## src/rtl/conv_engine_seq_if.sv

```systemverilog
// ---------------------------------------------------------------------------
// conv_engine_seq_if
// Bus bundle between the matrix-input front end (master) and the sequential
// convolution engine (slave).
//
// Signals (widths follow the parameters):
//   start, stride2          request and stride select, driven by the master
//   in_m, in_n, k_m, k_n    image and kernel dimensions
//   inputImage              image, element (r,c) at bit (r*MAX_IN_DIM+c)*DATA_W
//   kernelMatrix            kernel, element (r,c) at bit (r*MAX_K_DIM+c)*DATA_W
//   out_m, out_n            result dimensions
//   convResult              result, element (r,c) at bit (r*MAX_IN_DIM+c)*ACC_W
//   busy, valid, done       handshake/status
//   dim_error, overflow     error/status flags
//   cycleCount              cycles spent in CHECK+MAC+WRITE
// ---------------------------------------------------------------------------
interface conv_engine_seq_if #(
  parameter int MAX_IN_DIM = 5,
  parameter int MAX_K_DIM  = 3,
  parameter int DATA_W     = 8,
  parameter int ACC_W      = 16,
  parameter int CYC_W      = 10
);
  localparam int IW = $clog2(MAX_IN_DIM + 1);
  localparam int KW = $clog2(MAX_K_DIM + 1);

  logic                                    start;
  logic                                    stride2;
  logic [IW-1:0]                           in_m;
  logic [IW-1:0]                           in_n;
  logic [KW-1:0]                           k_m;
  logic [KW-1:0]                           k_n;
  logic [MAX_IN_DIM*MAX_IN_DIM*DATA_W-1:0] inputImage;
  logic [MAX_K_DIM*MAX_K_DIM*DATA_W-1:0]   kernelMatrix;
  logic [IW-1:0]                           out_m;
  logic [IW-1:0]                           out_n;
  logic [MAX_IN_DIM*MAX_IN_DIM*ACC_W-1:0]  convResult;
  logic                                    busy;
  logic                                    valid;
  logic                                    done;
  logic                                    dim_error;
  logic                                    overflow;
  logic [CYC_W-1:0]                        cycleCount;

  modport master (
    output start, stride2, in_m, in_n, k_m, k_n, inputImage, kernelMatrix,
    input  out_m, out_n, convResult, busy, valid, done, dim_error, overflow,
           cycleCount
  );

  modport slave (
    input  start, stride2, in_m, in_n, k_m, k_n, inputImage, kernelMatrix,
    output out_m, out_n, convResult, busy, valid, done, dim_error, overflow,
           cycleCount
  );
endinterface

```

## src/rtl/conv_engine_seq.sv

```systemverilog
// ---------------------------------------------------------------------------
// conv_engine_seq
// Sequential valid-mode 2-D cross-correlation (no kernel flip) of a
// runtime-sized image with a runtime-sized kernel, one multiply-accumulate
// per clock, stride 1 or 2.
//
// Ports:
//   clk    rising-edge clock
//   reset  asynchronous active-low reset; aborts a run without a done pulse
//   bus    conv_engine_seq_if.slave: start/stride2/dims/image/kernel in,
//          out dims, convResult, busy/valid/done, dim_error, overflow,
//          cycleCount out (all outputs registered)
//
// Configuration macro:
//   CONV_SAT_EN  defined   -> accumulation saturates at all-ones and sets
//                             the sticky overflow flag
//                undefined -> accumulation wraps modulo 2^ACC_W, overflow 0
// ---------------------------------------------------------------------------
module conv_engine_seq #(
  parameter int MAX_IN_DIM = 5,
  parameter int MAX_K_DIM  = 3,
  parameter int DATA_W     = 8,
  parameter int ACC_W      = 16,
  parameter int CYC_W      = 10
) (
  input  logic                 clk,
  input  logic                 reset,
  conv_engine_seq_if.slave     bus
);
  localparam int IW = $clog2(MAX_IN_DIM + 1);
  localparam int KW = $clog2(MAX_K_DIM + 1);

  typedef enum logic [2:0] {
    ST_IDLE  = 3'd0,
    ST_CHECK = 3'd1,
    ST_MAC   = 3'd2,
    ST_WRITE = 3'd3,
    ST_DONE  = 3'd4
  } state_t;

  state_t state_r;
  state_t state_s;

  // Job parameters latched at accept
  logic                                    stride2_r;
  logic [IW-1:0]                           in_m_r;
  logic [IW-1:0]                           in_n_r;
  logic [KW-1:0]                           k_m_r;
  logic [KW-1:0]                           k_n_r;
  logic [MAX_IN_DIM*MAX_IN_DIM*DATA_W-1:0] img_r;
  logic [MAX_K_DIM*MAX_K_DIM*DATA_W-1:0]   ker_r;

  // Walk counters and accumulator
  logic [IW-1:0]    orow_r;
  logic [IW-1:0]    ocol_r;
  logic [KW-1:0]    kr_r;
  logic [KW-1:0]    kc_r;
  logic [ACC_W-1:0] acc_r;

  // Registered outputs
  logic [IW-1:0]    out_m_r;
  logic [IW-1:0]    out_n_r;
  logic [ACC_W-1:0] res_r [MAX_IN_DIM][MAX_IN_DIM];
  logic             busy_r;
  logic             valid_r;
  logic             done_r;
  logic             dim_error_r;
  logic             overflow_r;
  logic [CYC_W-1:0] cycle_count_r;

  // Combinational helpers
  logic [DATA_W-1:0] img_a_s [MAX_IN_DIM][MAX_IN_DIM];
  logic [DATA_W-1:0] ker_a_s [MAX_K_DIM][MAX_K_DIM];
  logic [MAX_IN_DIM*MAX_IN_DIM*ACC_W-1:0] conv_result_s;
  logic              err_s;
  logic [IW-1:0]     diff_m_s;
  logic [IW-1:0]     diff_n_s;
  logic [IW-1:0]     om_s;
  logic [IW-1:0]     on_s;
  logic [IW-1:0]     row_s;
  logic [IW-1:0]     col_s;
  logic [ACC_W-1:0]  pix_w_s;
  logic [ACC_W-1:0]  ker_w_s;
  logic [ACC_W-1:0]  prod_s;
  logic [ACC_W-1:0]  acc_next_s;
  logic              ovf_s;
  logic              last_tap_s;
  logic              last_out_s;

  // Saturating increment of the cycle counter
  function automatic logic [CYC_W-1:0] cyc_inc(input logic [CYC_W-1:0] v);
    if (v == {CYC_W{1'b1}}) begin
      return v;
    end else begin
      return v + {{(CYC_W-1){1'b0}}, 1'b1};
    end
  endfunction

  // Unpack latched image/kernel into 2-D arrays for addressing
  always_comb begin
    for (int r = 0; r < MAX_IN_DIM; r++) begin
      for (int c = 0; c < MAX_IN_DIM; c++) begin
        img_a_s[r][c] = img_r[(r*MAX_IN_DIM+c)*DATA_W +: DATA_W];
      end
    end
    for (int r = 0; r < MAX_K_DIM; r++) begin
      for (int c = 0; c < MAX_K_DIM; c++) begin
        ker_a_s[r][c] = ker_r[(r*MAX_K_DIM+c)*DATA_W +: DATA_W];
      end
    end
  end

  // Pack the result array onto the output bus
  always_comb begin
    conv_result_s = {(MAX_IN_DIM*MAX_IN_DIM*ACC_W){1'b0}};
    for (int r = 0; r < MAX_IN_DIM; r++) begin
      for (int c = 0; c < MAX_IN_DIM; c++) begin
        conv_result_s[(r*MAX_IN_DIM+c)*ACC_W +: ACC_W] = res_r[r][c];
      end
    end
  end

  // Dimension check and output-size calculation from the latched job
  always_comb begin
    err_s = (in_m_r == {IW{1'b0}}) || (in_n_r == {IW{1'b0}}) ||
            (k_m_r == {KW{1'b0}})  || (k_n_r == {KW{1'b0}})  ||
            (in_m_r > IW'(MAX_IN_DIM)) || (in_n_r > IW'(MAX_IN_DIM)) ||
            (k_m_r > KW'(MAX_K_DIM))   || (k_n_r > KW'(MAX_K_DIM))   ||
            (IW'(k_m_r) > in_m_r) || (IW'(k_n_r) > in_n_r);
    diff_m_s = in_m_r - IW'(k_m_r);
    diff_n_s = in_n_r - IW'(k_n_r);
    if (stride2_r) begin
      om_s = (diff_m_s >> 1) + IW'(1);
      on_s = (diff_n_s >> 1) + IW'(1);
    end else begin
      om_s = diff_m_s + IW'(1);
      on_s = diff_n_s + IW'(1);
    end
  end

  // Tap addressing, product and accumulation (wrap or saturate)
  always_comb begin
    if (stride2_r) begin
      row_s = {orow_r[IW-2:0], 1'b0} + IW'(kr_r);
      col_s = {ocol_r[IW-2:0], 1'b0} + IW'(kc_r);
    end else begin
      row_s = orow_r + IW'(kr_r);
      col_s = ocol_r + IW'(kc_r);
    end
    pix_w_s = ACC_W'(img_a_s[row_s][col_s]);
    ker_w_s = ACC_W'(ker_a_s[kr_r][kc_r]);
    prod_s  = pix_w_s * ker_w_s;
`ifdef CONV_SAT_EN
    begin
      logic [ACC_W:0] sum_v;
      sum_v = {1'b0, acc_r} + {1'b0, prod_s};
      if (sum_v[ACC_W]) begin
        acc_next_s = {ACC_W{1'b1}};
        ovf_s      = 1'b1;
      end else begin
        acc_next_s = sum_v[ACC_W-1:0];
        ovf_s      = 1'b0;
      end
    end
`else
    acc_next_s = acc_r + prod_s;
    ovf_s      = 1'b0;
`endif
  end

  // Last-tap / last-output detection
  always_comb begin
    last_tap_s = (kr_r == k_m_r - KW'(1)) && (kc_r == k_n_r - KW'(1));
    last_out_s = (orow_r == out_m_r - IW'(1)) && (ocol_r == out_n_r - IW'(1));
  end

  // FSM state register
  always_ff @(posedge clk or negedge reset) begin
    if (!reset) begin
      state_r <= ST_IDLE;
    end else begin
      state_r <= state_s;
    end
  end

  // FSM next-state logic
  always_comb begin
    state_s = state_r;
    case (state_r)
      ST_IDLE: begin
        if (bus.start) begin
          state_s = ST_CHECK;
        end else begin
          state_s = ST_IDLE;
        end
      end
      ST_CHECK: begin
        if (err_s) begin
          state_s = ST_DONE;
        end else begin
          state_s = ST_MAC;
        end
      end
      ST_MAC: begin
        if (last_tap_s) begin
          state_s = ST_WRITE;
        end else begin
          state_s = ST_MAC;
        end
      end
      ST_WRITE: begin
        if (last_out_s) begin
          state_s = ST_DONE;
        end else begin
          state_s = ST_MAC;
        end
      end
      ST_DONE: state_s = ST_IDLE;
      default: state_s = ST_IDLE;
    endcase
  end

  // Datapath, walk counters and registered outputs
  always_ff @(posedge clk or negedge reset) begin
    if (!reset) begin
      stride2_r     <= 1'b0;
      in_m_r        <= {IW{1'b0}};
      in_n_r        <= {IW{1'b0}};
      k_m_r         <= {KW{1'b0}};
      k_n_r         <= {KW{1'b0}};
      img_r         <= {(MAX_IN_DIM*MAX_IN_DIM*DATA_W){1'b0}};
      ker_r         <= {(MAX_K_DIM*MAX_K_DIM*DATA_W){1'b0}};
      orow_r        <= {IW{1'b0}};
      ocol_r        <= {IW{1'b0}};
      kr_r          <= {KW{1'b0}};
      kc_r          <= {KW{1'b0}};
      acc_r         <= {ACC_W{1'b0}};
      out_m_r       <= {IW{1'b0}};
      out_n_r       <= {IW{1'b0}};
      busy_r        <= 1'b0;
      valid_r       <= 1'b0;
      done_r        <= 1'b0;
      dim_error_r   <= 1'b0;
      overflow_r    <= 1'b0;
      cycle_count_r <= {CYC_W{1'b0}};
      for (int r = 0; r < MAX_IN_DIM; r++) begin
        for (int c = 0; c < MAX_IN_DIM; c++) begin
          res_r[r][c] <= {ACC_W{1'b0}};
        end
      end
    end else begin
      case (state_r)
        ST_IDLE: begin
          done_r <= 1'b0;
          if (bus.start) begin
            stride2_r     <= bus.stride2;
            in_m_r        <= bus.in_m;
            in_n_r        <= bus.in_n;
            k_m_r         <= bus.k_m;
            k_n_r         <= bus.k_n;
            img_r         <= bus.inputImage;
            ker_r         <= bus.kernelMatrix;
            busy_r        <= 1'b1;
            valid_r       <= 1'b0;
            dim_error_r   <= 1'b0;
            overflow_r    <= 1'b0;
            cycle_count_r <= {CYC_W{1'b0}};
            for (int r = 0; r < MAX_IN_DIM; r++) begin
              for (int c = 0; c < MAX_IN_DIM; c++) begin
                res_r[r][c] <= {ACC_W{1'b0}};
              end
            end
          end
        end
        ST_CHECK: begin
          cycle_count_r <= cyc_inc(cycle_count_r);
          if (err_s) begin
            dim_error_r <= 1'b1;
            out_m_r     <= {IW{1'b0}};
            out_n_r     <= {IW{1'b0}};
            done_r      <= 1'b1;
            busy_r      <= 1'b0;
            valid_r     <= 1'b0;
          end else begin
            out_m_r <= om_s;
            out_n_r <= on_s;
            acc_r   <= {ACC_W{1'b0}};
            orow_r  <= {IW{1'b0}};
            ocol_r  <= {IW{1'b0}};
            kr_r    <= {KW{1'b0}};
            kc_r    <= {KW{1'b0}};
          end
        end
        ST_MAC: begin
          cycle_count_r <= cyc_inc(cycle_count_r);
          acc_r         <= acc_next_s;
          if (ovf_s) begin
            overflow_r <= 1'b1;
          end
          // Raster walk over the kernel: kc inner, kr outer
          if (kc_r == k_n_r - KW'(1)) begin
            kc_r <= {KW{1'b0}};
            if (kr_r == k_m_r - KW'(1)) begin
              kr_r <= {KW{1'b0}};
            end else begin
              kr_r <= kr_r + KW'(1);
            end
          end else begin
            kc_r <= kc_r + KW'(1);
          end
        end
        ST_WRITE: begin
          cycle_count_r        <= cyc_inc(cycle_count_r);
          res_r[orow_r][ocol_r] <= acc_r;
          acc_r                <= {ACC_W{1'b0}};
          if (ocol_r == out_n_r - IW'(1)) begin
            ocol_r <= {IW{1'b0}};
            orow_r <= orow_r + IW'(1);
          end else begin
            ocol_r <= ocol_r + IW'(1);
          end
          if (last_out_s) begin
            done_r  <= 1'b1;
            busy_r  <= 1'b0;
            valid_r <= ~dim_error_r;
          end
        end
        ST_DONE: begin
          done_r <= 1'b0;
        end
        default: begin
          done_r <= 1'b0;
        end
      endcase
    end
  end

  assign bus.out_m      = out_m_r;
  assign bus.out_n      = out_n_r;
  assign bus.convResult = conv_result_s;
  assign bus.busy       = busy_r;
  assign bus.valid      = valid_r;
  assign bus.done       = done_r;
  assign bus.dim_error  = dim_error_r;
  assign bus.overflow   = overflow_r;
  assign bus.cycleCount = cycle_count_r;

endmodule

```

## src/flat_wrapper.sv

```systemverilog
// flat-port wrapper written by rule: the top's interface ports become plain ports
module conv_engine_seq_flat 
#(
  parameter int MAX_IN_DIM = 5,
  parameter int MAX_K_DIM  = 3,
  parameter int DATA_W     = 8,
  parameter int ACC_W      = 16,
  parameter int CYC_W      = 10
)
  (clk, reset, bus_start, bus_stride2, bus_in_m, bus_in_n, bus_k_m, bus_k_n, bus_inputImage, bus_kernelMatrix, bus_out_m, bus_out_n, bus_convResult, bus_busy, bus_valid, bus_done, bus_dim_error, bus_overflow, bus_cycleCount);
  conv_engine_seq_if #(.MAX_IN_DIM(MAX_IN_DIM), .MAX_K_DIM(MAX_K_DIM), .DATA_W(DATA_W), .ACC_W(ACC_W), .CYC_W(CYC_W)) bus_i ();
  input  logic clk;
  input  logic reset;
  input wire logic [$bits(bus_i.start)-1:0] bus_start;
  input wire logic [$bits(bus_i.stride2)-1:0] bus_stride2;
  input wire logic [$bits(bus_i.in_m)-1:0] bus_in_m;
  input wire logic [$bits(bus_i.in_n)-1:0] bus_in_n;
  input wire logic [$bits(bus_i.k_m)-1:0] bus_k_m;
  input wire logic [$bits(bus_i.k_n)-1:0] bus_k_n;
  input wire logic [$bits(bus_i.inputImage)-1:0] bus_inputImage;
  input wire logic [$bits(bus_i.kernelMatrix)-1:0] bus_kernelMatrix;
  output wire logic [$bits(bus_i.out_m)-1:0] bus_out_m;
  output wire logic [$bits(bus_i.out_n)-1:0] bus_out_n;
  output wire logic [$bits(bus_i.convResult)-1:0] bus_convResult;
  output wire logic [$bits(bus_i.busy)-1:0] bus_busy;
  output wire logic [$bits(bus_i.valid)-1:0] bus_valid;
  output wire logic [$bits(bus_i.done)-1:0] bus_done;
  output wire logic [$bits(bus_i.dim_error)-1:0] bus_dim_error;
  output wire logic [$bits(bus_i.overflow)-1:0] bus_overflow;
  output wire logic [$bits(bus_i.cycleCount)-1:0] bus_cycleCount;
  assign bus_i.start = bus_start;
  assign bus_i.stride2 = bus_stride2;
  assign bus_i.in_m = bus_in_m;
  assign bus_i.in_n = bus_in_n;
  assign bus_i.k_m = bus_k_m;
  assign bus_i.k_n = bus_k_n;
  assign bus_i.inputImage = bus_inputImage;
  assign bus_i.kernelMatrix = bus_kernelMatrix;
  assign bus_out_m = bus_i.out_m;
  assign bus_out_n = bus_i.out_n;
  assign bus_convResult = bus_i.convResult;
  assign bus_busy = bus_i.busy;
  assign bus_valid = bus_i.valid;
  assign bus_done = bus_i.done;
  assign bus_dim_error = bus_i.dim_error;
  assign bus_overflow = bus_i.overflow;
  assign bus_cycleCount = bus_i.cycleCount;
  conv_engine_seq #(.MAX_IN_DIM(MAX_IN_DIM), .MAX_K_DIM(MAX_K_DIM), .DATA_W(DATA_W), .ACC_W(ACC_W), .CYC_W(CYC_W)) u_core (.clk(clk), .reset(reset), .bus(bus_i));
endmodule
```

## config.mk

```make
export PLATFORM = sky130hd
export DESIGN_NAME = conv_engine_seq_flat
export DESIGN_NICKNAME = d
export VERILOG_FILES = /design/src/rtl/conv_engine_seq_if.sv /design/src/rtl/conv_engine_seq.sv /design/src/flat_wrapper.sv
export SDC_FILE = /design/constraint.sdc
export NUM_CORES = 2
export LEC_CHECK = 0
export BUFFER_PORTS_ARGS = -buffer_cell sky130_fd_sc_hd__buf_2
export CAP_MARGIN = 20
export CORE_AREA = 2 2 271 273
export CTS_CLUSTER_DIAMETER = 60
export DETAILED_ROUTE_END_ITERATION = 8
export DIE_AREA = 0 0 273 275
export PLACE_DENSITY_LB_ADDON = 0.15
export SLEW_MARGIN = 20
export SYNTH_ARGS = -nofsm -noshare
export SYNTH_HDL_FRONTEND = slang
export SYNTH_SLANG_ARGS = --single-unit
```

## constraint.sdc

```tcl
create_clock -name clk -period 19.7 [get_ports clk]
set_input_delay 0.985 -clock clk [delete_from_list [all_inputs] [get_ports clk]]
set_output_delay 0.985 -clock clk [all_outputs]
set_load 0.005 [all_outputs]
```

Yosys cells after proc, flatten, opt, wreduce, memory -nomap -nowiden
Cells that the tools add are included.

word-level totals
  register bits after elaboration = 732
  output and inout bits = 421
  logic and storage cells = 197

cells by class
  add/sub/neg operators = 20
  multiply operators = 1
  magnitude comparators = 14
  equal/unequal tests = 15
  muxes and demuxes = 57
  bitwise operators = 8
  reductions and logical operators = 37

operators with widths
  kind                   number
  $pmux W400 S2          1
  $bwmux W400            1
  $mux W400              1
  $demux W80 S3          1
  $bmux W40 S3           1
  $mux W40               2
  $mux W80               1
  $bmux W24 S2           1
  $demux W16 S3          1
  $mux W24               2
  $pmux W16 S3           1
  $mux W3                11
  $mux W16               2
  $mux W8                4
  $bmux W8 S3            1
  $mux W10               2
  $pmux W10 S2           1
  $add A16 B16 Y16       1
  $bmux W8 S2            1
  $ge A4 B4 Y1 const B   4
  $mul A8 B8 Y16         1
  $not A3 Y4             4
  $reduce_and A3 Y1      5
  $add A3 B1 Y3 const B  4
  other kinds (37)       98

Logic depth before layout (Yosys ltp)
  depth after elaboration = 12
  depth in mapped cells = 27
  mapped depth without buffers = 24

Worst setup path after synthesis
Ideal clock, no wire load.

  path type = register -> register
  from = reg u_core.kc_r[1]
  to = reg u_core.acc_r[15]
  setup time = 79 ps
  arrival = 6407 ps
  data required time = 19621 ps
  slack = 13213 ps
  stages on the path, launching flop included = 24
  period minus slack after synthesis = 6487 ps
  path through = dfrtp_1 clkinv_1 fa_1 buf_2 or3b_2 nand2_1 a21oi_1 a32oi_1 o21ai_2 or3b_1 fa_1 inv_1 fa_1 ha_1 inv_1 fa_1 inv_1 fa_1 a211oi_1 nor2_1 o21ai_0 o211ai_1 nor4_1 a2bb2oi_1

on the way
  word-level cells in the longest chain between the ends = 9
  elaborated cells between the ends (all ways) = 14
  those cells by class = 3 x add/sub; 1 x mul; 8 x mux; 2 x bitwise

RTL lines
  what                                        RTL line                                        source
  start, declared                             conv_engine_seq.sv:57                           logic [KW-1:0] kc_r;
  start signal, assigned                      conv_engine_seq.sv:236                          kc_r <= {KW{1'b0}};
  start signal, assigned                      conv_engine_seq.sv:291                          kc_r <= {KW{1'b0}};
  start signal, assigned                      conv_engine_seq.sv:302                          kc_r <= {KW{1'b0}};
  $add A3 B2 Y3, on equally long branches     conv_engine_seq.sv:148, conv_engine_seq.sv:145
  $mux W3                                     conv_engine_seq.sv:143                          if (stride2_r) begin
  $not A3 Y4 (implied by the code)            conv_engine_seq.sv:150                          pix_w_s = ACC_W'(img_a_s[row_s][col_s]);
  $bmux W8 S3                                 conv_engine_seq.sv:150
  $mux W8 (implied by the code) (2 in a row)  conv_engine_seq.sv:150
  $mul A8 B8 Y16 (*)                          conv_engine_seq.sv:152                          prod_s = pix_w_s * ker_w_s;
  $add A16 B16 Y16 (*)                        conv_engine_seq.sv:166                          acc_next_s = acc_r + prod_s;
  $pmux W16 S3 (*)                            conv_engine_seq.sv:252                          case (state_r)
  end signal, assigned                        conv_engine_seq.sv:237                          acc_r <= {ACC_W{1'b0}};
  end signal, assigned                        conv_engine_seq.sv:287                          acc_r <= {ACC_W{1'b0}};
  end signal, assigned                        conv_engine_seq.sv:296                          acc_r <= acc_next_s;
  end, declared                               conv_engine_seq.sv:58                           logic [ACC_W-1:0] acc_r;

Every way passes the cells marked *; elsewhere a longest branch is shown, timed or not. The select of a mux whose other input is x is not followed.
A chain may end at the register's enable or synchronous reset.

Worst setup path after layout
Ends and elaborated chain as after synthesis.

==> impl_metrics.tcl <==
set metrics [dict create \
    htreeDepth 3 \
    yosysWarnings 0 \
    routed_via_density 5.67 \
    seq_area_frac_synth_pct 54.8 \
    clock_skew_ns 0.0306 \
    hold_viol_final 0 \
    path_clk_slew_ns 0.06 \
    drv_cap 0 \
    core_sq_um 72300 \
    route.vias.total 28000 \
    cts_buffers 80 \
    run_status "finished clean" \
    ant_nets 0 \
    die_area_sq_um 75100 \
    post-cts-setup-buffer-count 0 \
    worstHoldPathType "in2async" \
    p_leak_nw 22.1 \
    fin_cells 4928 \
    ir_worst_vdd_mv 0.0779 \
    post-place-ws_ns 11.32 \
    wl_met3_um 8730 \
    r2r_slack_ns 11.20 \
    endpoint_kind "register" \
    fmax_ghz 0.118 \
    routed.top_layer "met4" \
    slew_violations 0 \
    grt_use_total_pct 30.5 \
    clock_sinks 732 \
    worstPathArrival_ns 9.05 \
    post-route-drc-count 0 \
    slew-limit-headroom_pct 26.6 \
    fin_util_pct 56.2 \
    drive_above_1_share_pct 24.3 \
    first_pass_iters 6 \
    dr.first_iter.drc_count 2729 \
    yosys_register_bits 732 \
    grt_overflow 0 \
    start_util_pct 46.2 \
    dpl.cell_count 4777 \
    synthCells 3261 \
    finalCritPeriodShare_pct 43.2 \
    finalCriticalPeriod_ns 8.50 \
    layout.nets 4292 \
    syn_area_per_cell_sq_um 10.3 \
    syn_area_sq_um 33400 \
    num_rows 99 \
    grt_pass1_vias 26800 \
    startpoint_type "register" \
    die_h_um 275 \
    power_mw 3.08 \
    hpwl_um 83800 \
    io_pins 707 \
    syn_to_final_growth_pct 21.4 \
    cp_max_fo 16 \
    dieWidth_um 273 \
    grt_setup_unrepaired "false" \
    wl_met2_um 55600 \
    ys.flop_type "dfrtp_1" \
    dpl-instance-area_sq_um 37900 \
    grt_pass1_wl_um 173000 \
    holdWs_ns 0.353 \
    postCtsHoldBufs 0 \
    async_reset_ff_share_pct 100 \
    required_ns 20.25 \
    portBuffers 705 \
    powerDensity_nw_per_um2 75.8 \
    setup_viol 0 \
    worst-setup-path-type "reg2reg" \
    gp_congestion 0.944 \
    routed_wl_um 117000 \
    cts_root_buf "clkbuf_16" \
    synth.distinct_cells 78 \
    final.setup.worst_slack_ns 11.20 \
    grt_max_degree 158 \
    wl_per_cell_um 23.7 \
    worstMarginPinSlew_ns 1.10 \
    grt_antenna_before_repair 12 \
    synthesis.nets 3653 \
    cts-resized-gates 0 \
    design_area_sq_um 40600 \
    cts_buffer_depth 3 \
    final.setup.tns_ns 0 \
    synth_edf_count 0 \
    clock_latency_ns 0.63 \
    met1_length_um 47600 \
    cts_tree "built" \
]
metal layers:
layer  vias to the layer above  track usage [%]
li1                      12600                -
met1                     13900             40.3
met2                      1269             49.5
met3                       226             5.66
met4                         0             13.5
met5                         -                0
flip-flops by register name (all words and copies together), names as in the netlist, 3 cells and up:
signal	count
u_core.img_r	200
u_core.in_m_r	3
u_core.ker_r	72
u_core.bus.out_n	3
u_core.in_n_r	3
u_core.state_r	3
u_core.orow_r	3
u_core.acc_r	16
u_core.bus.cycleCount	10
u_core.bus.out_m	3
u_core.ocol_r	3
u_core.bus.convResult	400
cell type report:
type                       instances  area [sq um]
clock buffer                     115          2320
inverter                         149           559
clock inverter                    24           340
antenna                           12          30.0
sequential                       732         18300
fill                            6494         31700
timing repair buffer             780          4120
multi-input combinational       2157         13700
tap                              959          1200
critical path, stage by stage, from the launching register on:
cell       delay, ns
dfrtp_1         0.72
clkinv_1        0.43
fa_1            0.97
or2_0           0.61
nand2_1         0.55
mux4_2          0.41
nor2b_1         0.16
nor4_2          0.60
nor3_1          0.15
fa_1            0.55
fa_1            0.46
fa_1            0.51
inv_1           0.05
fa_1            0.47
inv_1           0.04
ha_1            0.34
a21oi_1         0.22
nand2_1         0.07
o21ai_0         0.44
o211ai_1        0.19
nor4_1          0.26
a2bb2oi_1       0.20
power by group:
| group | switching, mW | leakage (nW) | total (mW) | internal [mW] |
|---|---|---|---|---|
| Sequential | 0 | 9.92 | 1.50 | 1.50 |
| Combinational | 0.0407 | 10.9 | 0.0626 | 0.0219 |
| Clock | 0.632 | 1.31 | 1.51 | 0.881 |
worst paths after layout:
check                                 startpoint                    endpoint  cells after the start
worst max register to register    u_core.kc_r[1]            u_core.acc_r[15]                     21
worst min register to register  u_core.img_r[26]            u_core.img_r[26]                      2
min in group clk                u_core.img_r[26]            u_core.img_r[26]                      2
worst max-delay path              u_core.kc_r[1]            u_core.acc_r[15]                     21
worst min-delay path                       reset  u_core.bus.convResult[194]                      1
max in group asynchronous                  reset           u_core.img_r[112]                      3
synthesized netlist by cell type (6+ instances only):
library cell  count  area, sq um
a21o_1           18          135
a22o_1          419         3670
o21ai_0          98          490
dfrtp_1         732        18300
a21oi_1         100          500
inv_1           148          556
nor2_1           68          255
a221oi_1         13          114
fa_1             54         1080
and2_1            8         50.1
nor3_1           33          165
mux2i_1          35          350
buf_6             6         67.6
o22a_1            6         52.6
o31ai_1          12         90.1
mux2_2            6         67.6
nor2b_1          26          163
and3_1           19          119
xor2_1           17          149
nand2b_1         14         87.6
a22oi_1           7         52.6
o21a_1            6         45.0
o22ai_1          31          194
nand3b_1          7         52.6
ha_1             52          651
nand2_1         918         3450
nand4_1          13         81.3
a211oi_1         17          128
clkbuf_1        169          634
nand3_1          29          145
buf_2            40          200
or3_1             6         37.5
and4_1            6         52.6
xnor2_1          20          175
placed cells by master, fill, tap and decap left out, drive strengths merged, types with 14 or more instances in the layout:
cell / count
nand2: 918
o21ai: 100
a22o: 419
a21o: 18
nand2b: 14
dfrtp: 732
o22ai: 31
fa: 54
nor2b: 26
nand3: 29
nor2: 73
buf: 780
a211oi: 17
inv: 152
xnor2: 20
xor2: 17
and3: 19
clkinv: 16
nor3: 34
clkbuf: 115
a21oi: 100
ha: 52
mux2i: 37
kinds of logic (layout without fill, tap and decap cells):
logic type      count (synthesis)  after routing  synth area share [%]
buf+inv                       372           1068                  4.50
simple gates                 1169           1169                  14.5
mux                            53             53                  2.05
compound gates                790            790                  18.0
xor+xnor                       38             38                  1.04
fa+ha+maj                     106            106                  5.18
other cells                     1             13                0.0112
flops                         732            732                  54.8
Power figures use the tool's default switching activity.
